--- config.mk ---
export PLATFORM = sky130hd
export DESIGN_NAME = mdu_sequencer
export DESIGN_NICKNAME = d
export VERILOG_FILES = /design/src/rtl/mdu_sequencer.sv
export SDC_FILE = /design/constraint.sdc
export NUM_CORES = 1
export LEC_CHECK = 0
export CAP_MARGIN = 25
export CORE_MARGIN = 5
export CORE_UTILIZATION = 45
export DETAILED_ROUTE_END_ITERATION = 6
export PLACE_DENSITY = 0.88
export SLEW_MARGIN = 20
export SYNTH_ARGS = -nofsm -noshare
export SYNTH_HDL_FRONTEND = slang
export SYNTH_SLANG_ARGS = --single-unit
--- constraint.sdc ---
create_clock -name clk -period 4 [get_ports clk]
set_clock_uncertainty 0.1 [all_clocks]
set_input_delay 0.6 -clock clk [delete_from_list [all_inputs] [get_ports clk]]
set_output_delay 0.6 -clock clk [all_outputs]
set_load 0.05 [all_outputs]
--- src/rtl/mdu_sequencer.sv ---
// +--------------------------------------------------------------------+
// | mdu_sequencer                                                      |
// | Sequencer for the iterative multiply/divide unit in the EX stage.  |
// | Rev 1.0 - initial release                                          |
// +--------------------------------------------------------------------+
`default_nettype none

module mdu_sequencer #(
   parameter int MUL_CYCLES = 32,
   parameter int DIV_CYCLES = 32,
   parameter int CNT_WIDTH  = $clog2((MUL_CYCLES > DIV_CYCLES) ? MUL_CYCLES : DIV_CYCLES) + 1
) (
   input  logic                 clk,
   input  logic                 rst,
   input  logic                 start,
   input  logic [1:0]           op,
   input  logic                 div_zero,
   input  logic                 hold,
   input  logic                 flush,
   input  logic                 mf_req,
   output logic                 ld_operands,
   output logic                 step_en,
   output logic [1:0]           op_q,
   output logic                 wr_hilo,
   output logic                 dz_flag,
   output logic                 busy,
   output logic                 stall,
   output logic [CNT_WIDTH-1:0] step_cnt
);

   typedef enum logic [1:0] {
      S_IDLE = 2'd0,
      S_LOAD = 2'd1,
      S_RUN  = 2'd2,
      S_DONE = 2'd3
   } state_t;

   localparam logic [CNT_WIDTH-1:0] c_mul_last = CNT_WIDTH'(MUL_CYCLES - 1);
   localparam logic [CNT_WIDTH-1:0] c_div_last = CNT_WIDTH'(DIV_CYCLES - 1);

   state_t                r_state;
   state_t                w_state_next;
   logic [CNT_WIDTH-1:0]  r_cnt;
   logic [CNT_WIDTH-1:0]  w_cnt_next;
   logic [CNT_WIDTH-1:0]  w_last;
   logic [1:0]            r_op;
   logic                  r_dz;
   logic                  w_accept;

   // Iteration count depends only on the latched op, never the live input.
   assign w_last = r_op[1] ? c_div_last : c_mul_last;

   always_ff @(posedge clk or posedge rst) begin
      if (rst) begin
         r_state <= S_IDLE;
         r_cnt   <= '0;
         r_op    <= 2'b00;
         r_dz    <= 1'b0;
      end else begin
         r_state <= w_state_next;
         r_cnt   <= w_cnt_next;
         if (w_accept) begin
            r_op <= op;
            r_dz <= div_zero;
         end
      end
   end

   always_comb begin
      w_state_next = r_state;
      w_cnt_next   = r_cnt;
      w_accept     = 1'b0;
      case (r_state)
         S_IDLE: begin
            if (start && !flush) begin
               w_accept     = 1'b1;
               w_state_next = S_LOAD;
            end
         end
         S_LOAD: begin
            w_cnt_next = '0;
            if (flush)
               w_state_next = S_IDLE;
            else if (r_dz && r_op[1])
               w_state_next = S_DONE;
            else
               w_state_next = S_RUN;
         end
         S_RUN: begin
            // Flush takes priority over a concurrent hold.
            if (flush) begin
               w_cnt_next   = '0;
               w_state_next = S_IDLE;
            end else if (!hold) begin
               if (r_cnt == w_last) begin
                  w_cnt_next   = '0;
                  w_state_next = S_DONE;
               end else begin
                  w_cnt_next = r_cnt + CNT_WIDTH'(1);
               end
            end
         end
         S_DONE: begin
            w_state_next = S_IDLE;
         end
         default: begin
            w_state_next = S_IDLE;
            w_cnt_next   = '0;
         end
      endcase
   end

   assign ld_operands = (r_state == S_LOAD);
   assign step_en     = (r_state == S_RUN) && !hold;
   assign wr_hilo     = (r_state == S_DONE);
   assign dz_flag     = (r_state == S_DONE) && r_dz;
   assign busy        = (r_state != S_IDLE);
   assign stall       = busy && (start || mf_req);
   assign op_q        = r_op;
   assign step_cnt    = r_cnt;

endmodule

`default_nettype wire
## Yosys cells after proc, flatten, opt, wreduce, memory -nomap -nowiden

Cells that the tools add are included.

| storage, ports and cells | value |
|---|---|
| word-level logic and storage cells | 38 |
| bits of input ports | 9 |
| register bits after elaboration | 11 |
| output and inout port bits | 14 |

| operators by class | value |
|---|---|
| equality and inequality tests | 7 |
| reductions and logical operators | 13 |
| $add $sub $neg | 1 |
| multiplexer cells | 13 |

Operators with widths:

| cell | count |
|---|---|
| 6-bit 2-to-1 mux | 3 |
| 6-bit one-hot mux with 2 select lines | 1 |
| 2-bit 2-to-1 mux | 5 |
| 2-bit one-hot mux with 4 select lines | 1 |
| 6-bit by 1-bit adder with 6-bit output, second input constant | 1 |
| 6-bit by 5-bit equality test with 1-bit output, second input constant | 1 |
| 3-bit inequality test, second input constant | 2 |
| 1-bit logical AND | 5 |
| 2-bit equality test, second input constant | 2 |
| 2-bit nonzero test | 2 |
| 1-bit 2-to-1 mux | 3 |
| 3-bit AND reduction | 1 |
| 2-bit by 1-bit equality test with 1-bit output, second input constant | 1 |
| 1-bit logical NOT | 2 |
| 2-bit logical NOT | 1 |
| 2-bit inequality test, second input constant | 1 |
| 2-bit AND reduction | 1 |
| 1-bit logical OR | 1 |

## Logic depth before layout (Yosys ltp)

Gate-level depths: netlist (run 1).

| logic depth | value |
|---|---|
| word-level depth | 5 |
| mapped depth | 5 |
| depth with buffers taken out | 5 |

## Worst setup path before layout (run 1)

No wires, ideal clock.

| timing | value |
|---|---|
| path kind | reg-to-output |
| start | reg r_state[0] |
| end | out step_en |
| path slack | 1.968 ns |
| cell stages (with the launch flop) | 3 |
| arrival time | 1.332 ns |
| buffers on the path | 0 |
| data required time | 3.300 ns |
| path through | dfrtp_1 or2b_1 nor2_1 |

| on the way | value |
|---|---|
| cells in the longest elaborated chain, start to end | 2 |

Ends and longest elaborated chain:

| what | line | source |
|---|---|---|
| start: declaration | 41 | `state_t r_state;` |
| start signal: assignment | 60 | `r_state <= w_state_next;` |
| 2-bit equality test | 114 | `assign step_en = (r_state == S_RUN) && !hold;` |
| 1-bit logical AND | 114 |  |
| end: declaration | 22 | `output logic step_en,` |

Every way passes these cells.

## Worst setup path after layout (run 1)

| timing | value |
|---|---|
| start | in hold |
| end | out step_en |

| on the way | value |
|---|---|
| cells in the longest elaborated chain, start to end | 2 |

Ends and longest elaborated chain:

| what | line | source |
|---|---|---|
| start: declaration | 18 | `input logic hold,` |
| 1-bit logical NOT | 114 |  |
| 1-bit logical AND | 114 |  |

Every way passes these cells.

==> flow_summary.toml, run 1 <==
[power]
p_leak_nw = 0.3802
combPwrFrac_pct = 33.6
seq_power_share_pct = 42.0
clock_power_share_pct = 24.4
swShare_pct = 34.71
power_w = 0.0003103
vdd_drop_max_v = 0.0003198
p_int_w = 0.0002026
p_per_area_nw_per_um2 = 348.8
p_switching_w = 0.0001077

[sta]
setup_violations = 0
drv_slew = 0
hold_violations = 0
post-route-min-period_ns = 2.723
fmax_ghz = 0.3672
min_period_over_period_pct = 68.08
rsz0062_at_grt = "false"
holdWs_ns = 0.4113
slew_headroom_pct = 65.94
tns_ns = 0
tightest_slew_ns = 0.5094

[clock_network]
cts_root_buf = "clkbuf_4"
cts.reportedPaths.clkPinSlew_ns = 0.06
cts_buffers = 3
cts_setup_buffers = 0
cts_resized = 0
h-tree-depth = 1
cts_sinks = 11
cts_tree = "built"
ctsHoldBuffers = 0
clock_path_buffers = 2
worstSkewPairLatency_ns = 0.27

[detailed_routing]
viasPerCell = 5.154
antenna_left = 0
wl_per_cell_um = 13.72
dr.pass1.iters = 4
wirelength_mm = 1.427
vias = 536
drc = 0
drtIter0Drc = 13

[global_route]
grt_max_degree = 12
overflow = 0
grtUsageTotal_pct = 15.41
antenna_found_initial = 0
grt_pass1_vias = 510
grt_first_pass_wirelength_mm = 2.352

[placed_design]
place_congestion = 0.7224
io_buffers = 22
dpl.hpwl_mm = 1.117

[synthesis]
synthDistinctLibCells = 27
yosysWarnings = 0
synth_nets = 73
synth_area_leaders = "dfrtp_1, o21ai_0, mux2_2"
synthesis.area_um2 = 624.3
synthCells = 63
yosys.area.top_type = "dfrtp_1"
synth_top_area_share_pct = 44.09
synth.ff_latch_count = 11
seq_area_frac_synth_pct = 44.09
post_synth.cell_area_avg_um2 = 9.910

[layout]
n_antenna_cell = 0
final_util_pct = 68.37
final_common_cell = "clkdlybuf4s50_1"
syn_to_final_growth_pct = 42.48
final_nets = 100
final_cell_mix = "clkdlybuf4s50_1, dfrtp_1, o21ai_0"
drive_gt1_share_pct = 15.73

[setup_path]
crit_start = "hold"
crit_arrival_ns = 2.02
cp-start-kind = "input port"
crit_required_ns = 3.30
end_kind = "output port"
criticalPathCategory = "input port to output port"
rr_endpoint = "r_dz"
worstPathMaxFanout = 3
rr_startpoint = "r_state[0]"
reg2reg_slack_ns = 2.31
reg2reg_depth = 3

[die]
num_rows = 13
die_area_um2 = 2233
ioPinCount = 23
die_w_um = 47.25
core_um2 = 1301
initial_utilization_pct = 47.98
die_y_um = 47.25

[worst_hold_path]
whs_path_depth = 1
worstHoldStart = "op_q[0]"
holdPathEnd = "op_q[0]"
hp-class = "flip-flop to flip-flop"

[job]
maxCapViolCount = 0

[run_status]
status = "finished clean"
-- power groups by stage --
stage	Combinational, W	Clock [W]	Sequential, W
after detailed placement	0.000105	0	0.000132
after global routing	0.000110	0.0000836	0.000133
after CTS	0.000105	0.0000793	0.000130
after global placement	0.000104	0	0.000132
final	0.000104	0.0000758	0.000130
after floorplan	0.0000477	0	0.000152
-- flip-flops by register name, summed over array words and instances, names as in the netlist --
name and cells:
op_q 2, step_cnt 6, r_state 2, r_dz 1
-- metal layers --
metal	GRT usage, %	part of all wire [%]
met5	0	0
met1	19.35	44
met4	3.315	0
met2	24.60	48
met3	6.513	7.5
-- cells in the mapped netlist (all sizes together) --
cell,instances
dfrtp,11
o21ai,7
nor2,6
nand2,4
nand2b,4
nand3,4
a21oi,3
mux2,3
and2b,2
nor3,2
o21ba,2
a211o,1
a21o,1
and2,1
and3,1
ha,1
inv,1
nand4,1
nor2b,1
nor3b,1
nor4,1
o21a,1
o21bai,1
or2,1
or2b,1
or3b,1
-- cell families (layout without fill, tap and decap cells) --
family | count (synthesis) | in the layout | share of synthesized area [%]
AO/OA/AOI/OAI | 16 | 16 | 18.64
adder cells (fa/ha/maj) | 1 | 1 | 2.004
AND/OR/NAND/NOR | 31 | 31 | 29.26
flip-flops | 11 | 11 | 44.09
multiplexers | 3 | 3 | 5.410
buffers and inverters | 1 | 27 | 0.6006
-- critical path, stage by stage --
cell	delay, ns
clkdlybuf4s50_1	0.44
nor2_1	0.16
clkdlybuf4s50_1	0.82
-- how the worst max path moves through the flow --
stage | endpoint | slack (ns) | cells past startpoint
floorplan | step_en | 1.97 | 2
global placement | step_en | 1.29 | 3
detailed placement | step_en | 1.27 | 3
CTS | step_en | 1.27 | 3
global route | step_en | 1.22 | 3
finish | step_en | 1.28 | 3
-- cell type report --
cell class	instances	area, um2
Tap cell	15	18.77
Fill cell	101	411.6
Sequential cell	11	275.3
Multi-Input combinational cell	51	345.3
Clock buffer	4	26.28
Inverter	1	3.754
Timing Repair Buffer	22	220.2
-- per-stage QoR --
stage,instance area [um2],setup slack (ns),cells
final,889.6,1.277,104
after global routing,889.6,1.216,104
after CTS,889.6,1.268,104
after detailed placement,863.3,1.268,100
after global placement,863.3,1.295,100
after floorplan,624.3,1.968,63
Note: power is estimated with default switching activity, not from simulation.
==> run 2, diff against run 1 <==
- CORE_ASPECT_RATIO: unset -> 0.8
- CORE_UTILIZATION: 45 -> 38
- PLACE_DENSITY: 0.88 -> 0.8
- clock period: 4 -> 2.42 ns (I/O delays scaled with it)
==> run 2 against run 1 <==
Effect of this change:
- non-clock buffer count stayed put
- combinational power is 66% higher
- register-to-register slack got worse by 1.6 ns
- critical path depth shrank 1
- critical endpoint is now ld_operands
- largest power group unchanged
==> flow_summary.toml, run 2 (synthesized netlist as in run 1, its figures left out) <==
[run_status]
status = "finished clean"

[power]
seq_power_share_pct = 42.3
combPwrFrac_pct = 33.9
swShare_pct = 34.74
vdd_drop_max_v = 0.0003418
p_switching_w = 0.0001775
p_leak_nw = 0.3837
p_int_w = 0.0003335
p_per_area_nw_per_um2 = 572.0
clock_power_share_pct = 23.8

[die]
core_um2 = 1594
die_w_um = 55.32
die_area_um2 = 2559
initial_utilization_pct = 39.17
num_rows = 13
die_y_um = 46.26
ioPinCount = 23

[layout]
largest_register_ff_count = 6
fill_cells = 169
final_nets = 100
regArea_um2 = 275.3
drive_gt1_share_pct = 17.98
n_antenna_cell = 0
fin_cells = 111
final_cell_mix = "clkdlybuf4s50_1, dfrtp_1, o21ai_0"
syn_to_final_growth_pct = 43.09
multi_input_area_um2 = 345.3
final_common_cell = "clkdlybuf4s50_1"

[sta]
tightest_slew_ns = 0.4978
hold_violations = 0
fmax_ghz = 0.4436
slew_headroom_pct = 66.71
holdWs_ns = 0.2840
post-route-min-period_ns = 2.254
setup_violations = 0
worst_slack_ns = 0.1659
rsz0062_at_grt = "false"
min_period_over_period_pct = 93.15
drv_slew = 0
tns_ns = 0

[placed_design]
io_buffers = 22
dpl.hpwl_mm = 1.220
place_ws_ns = 0.3825
place_congestion = 0.7445
placed_cells = 107

[detailed_routing]
antenna_left = 0
viasPerCell = 4.991
drtIter0Drc = 10
wl_per_cell_um = 13.49
dr.pass1.iters = 4
drc = 0
wirelength_mm = 1.497
vias = 554
top_layer = "met3"
wl_met3_um = 78
dr_wl_met2_um = 745
wl_met1_um = 674

[clock_network]
cts_setup_buffers = 0
ctsHoldBuffers = 0
cts.reportedPaths.clkPinSlew_ns = 0.07
cts_sinks = 11
cts_resized = 0
cts_root_buf = "clkbuf_4"
cts_buffers = 3
clock_path_buffers = 2
worstSkewPairLatency_ns = 0.26
cts_tree = "built"
h-tree-depth = 1

[setup_path]
crit_required_ns = 1.96
cp-start-kind = "flip-flop"
worstPathMaxFanout = 8
end_kind = "output port"
criticalPathCategory = "flip-flop to output port"
crit_arrival_ns = 1.79

[global_route]
grt_first_pass_wirelength_mm = 2.615
antenna_found_initial = 0
overflow = 0
grt_max_degree = 12
grtUsageTotal_pct = 13.21
grt_pass1_vias = 573

[worst_hold_path]
hp-class = "input port to async pin"

[job]
maxCapViolCount = 0
[run 2: critical path, stage by stage (launching register included)]
cell             delay, ns
dfrtp_1               0.44
and2b_1               0.28
clkdlybuf4s50_1       0.82
[run 2: area by class of cell]
cell class                      count  share of cell area, %
Timing Repair Buffer               22                  24.09
Inverter                            1                 0.4202
Tap cell                           22                  3.081
Sequential cell                    11                  30.81
Clock buffer                        4                  2.941
Multi-Input combinational cell     51                  38.66
[run 2: final timing paths]
path	startpoint	endpoint	slack [ns]	cells after the start
worst max-delay path	r_state[1]	ld_operands	0.17	2
min in group clk	op_q[0]	op_q[0]	0.41	1
worst max register to register	r_state[0]	op_q[0]	0.73	3
max in group asynchronous	rst	r_state[1]	1.64	2
worst min register to register	op_q[0]	op_q[0]	0.41	1
worst min-delay path	rst	step_cnt[0]	0.28	2
[run 2: routing by layer]
layer | track usage, % | vias to the layer above
met1 | 15.03 | 263
li1 | - | 277
met5 | 0 | -
met3 | 4.482 | 0
met4 | 2.913 | 0
met2 | 24.53 | 14
[run 2: per-stage QoR]
stage	area, um2	power, W	util [%]
finish	893.4	0.0005110	56.04
global route	893.4	0.0005349	56.04
CTS	893.4	0.0005147	56.04
detailed placement	867.1	0.0003936	54.40
global placement	867.1	0.0003889	54.40
floorplan	624.3	0.0003306	-
[run 2: power groups by stage]
stage	Clock, W	Sequential (W)	Combinational, W
3_3_place_gp	0	0.000219	0.000170
2_1_floorplan	0	0.000252	0.0000789
6_report	0.000122	0.000216	0.000173
3_5_place_dp	0	0.000220	0.000174
5_1_grt	0.000133	0.000219	0.000184
4_1_cts	0.000124	0.000216	0.000175
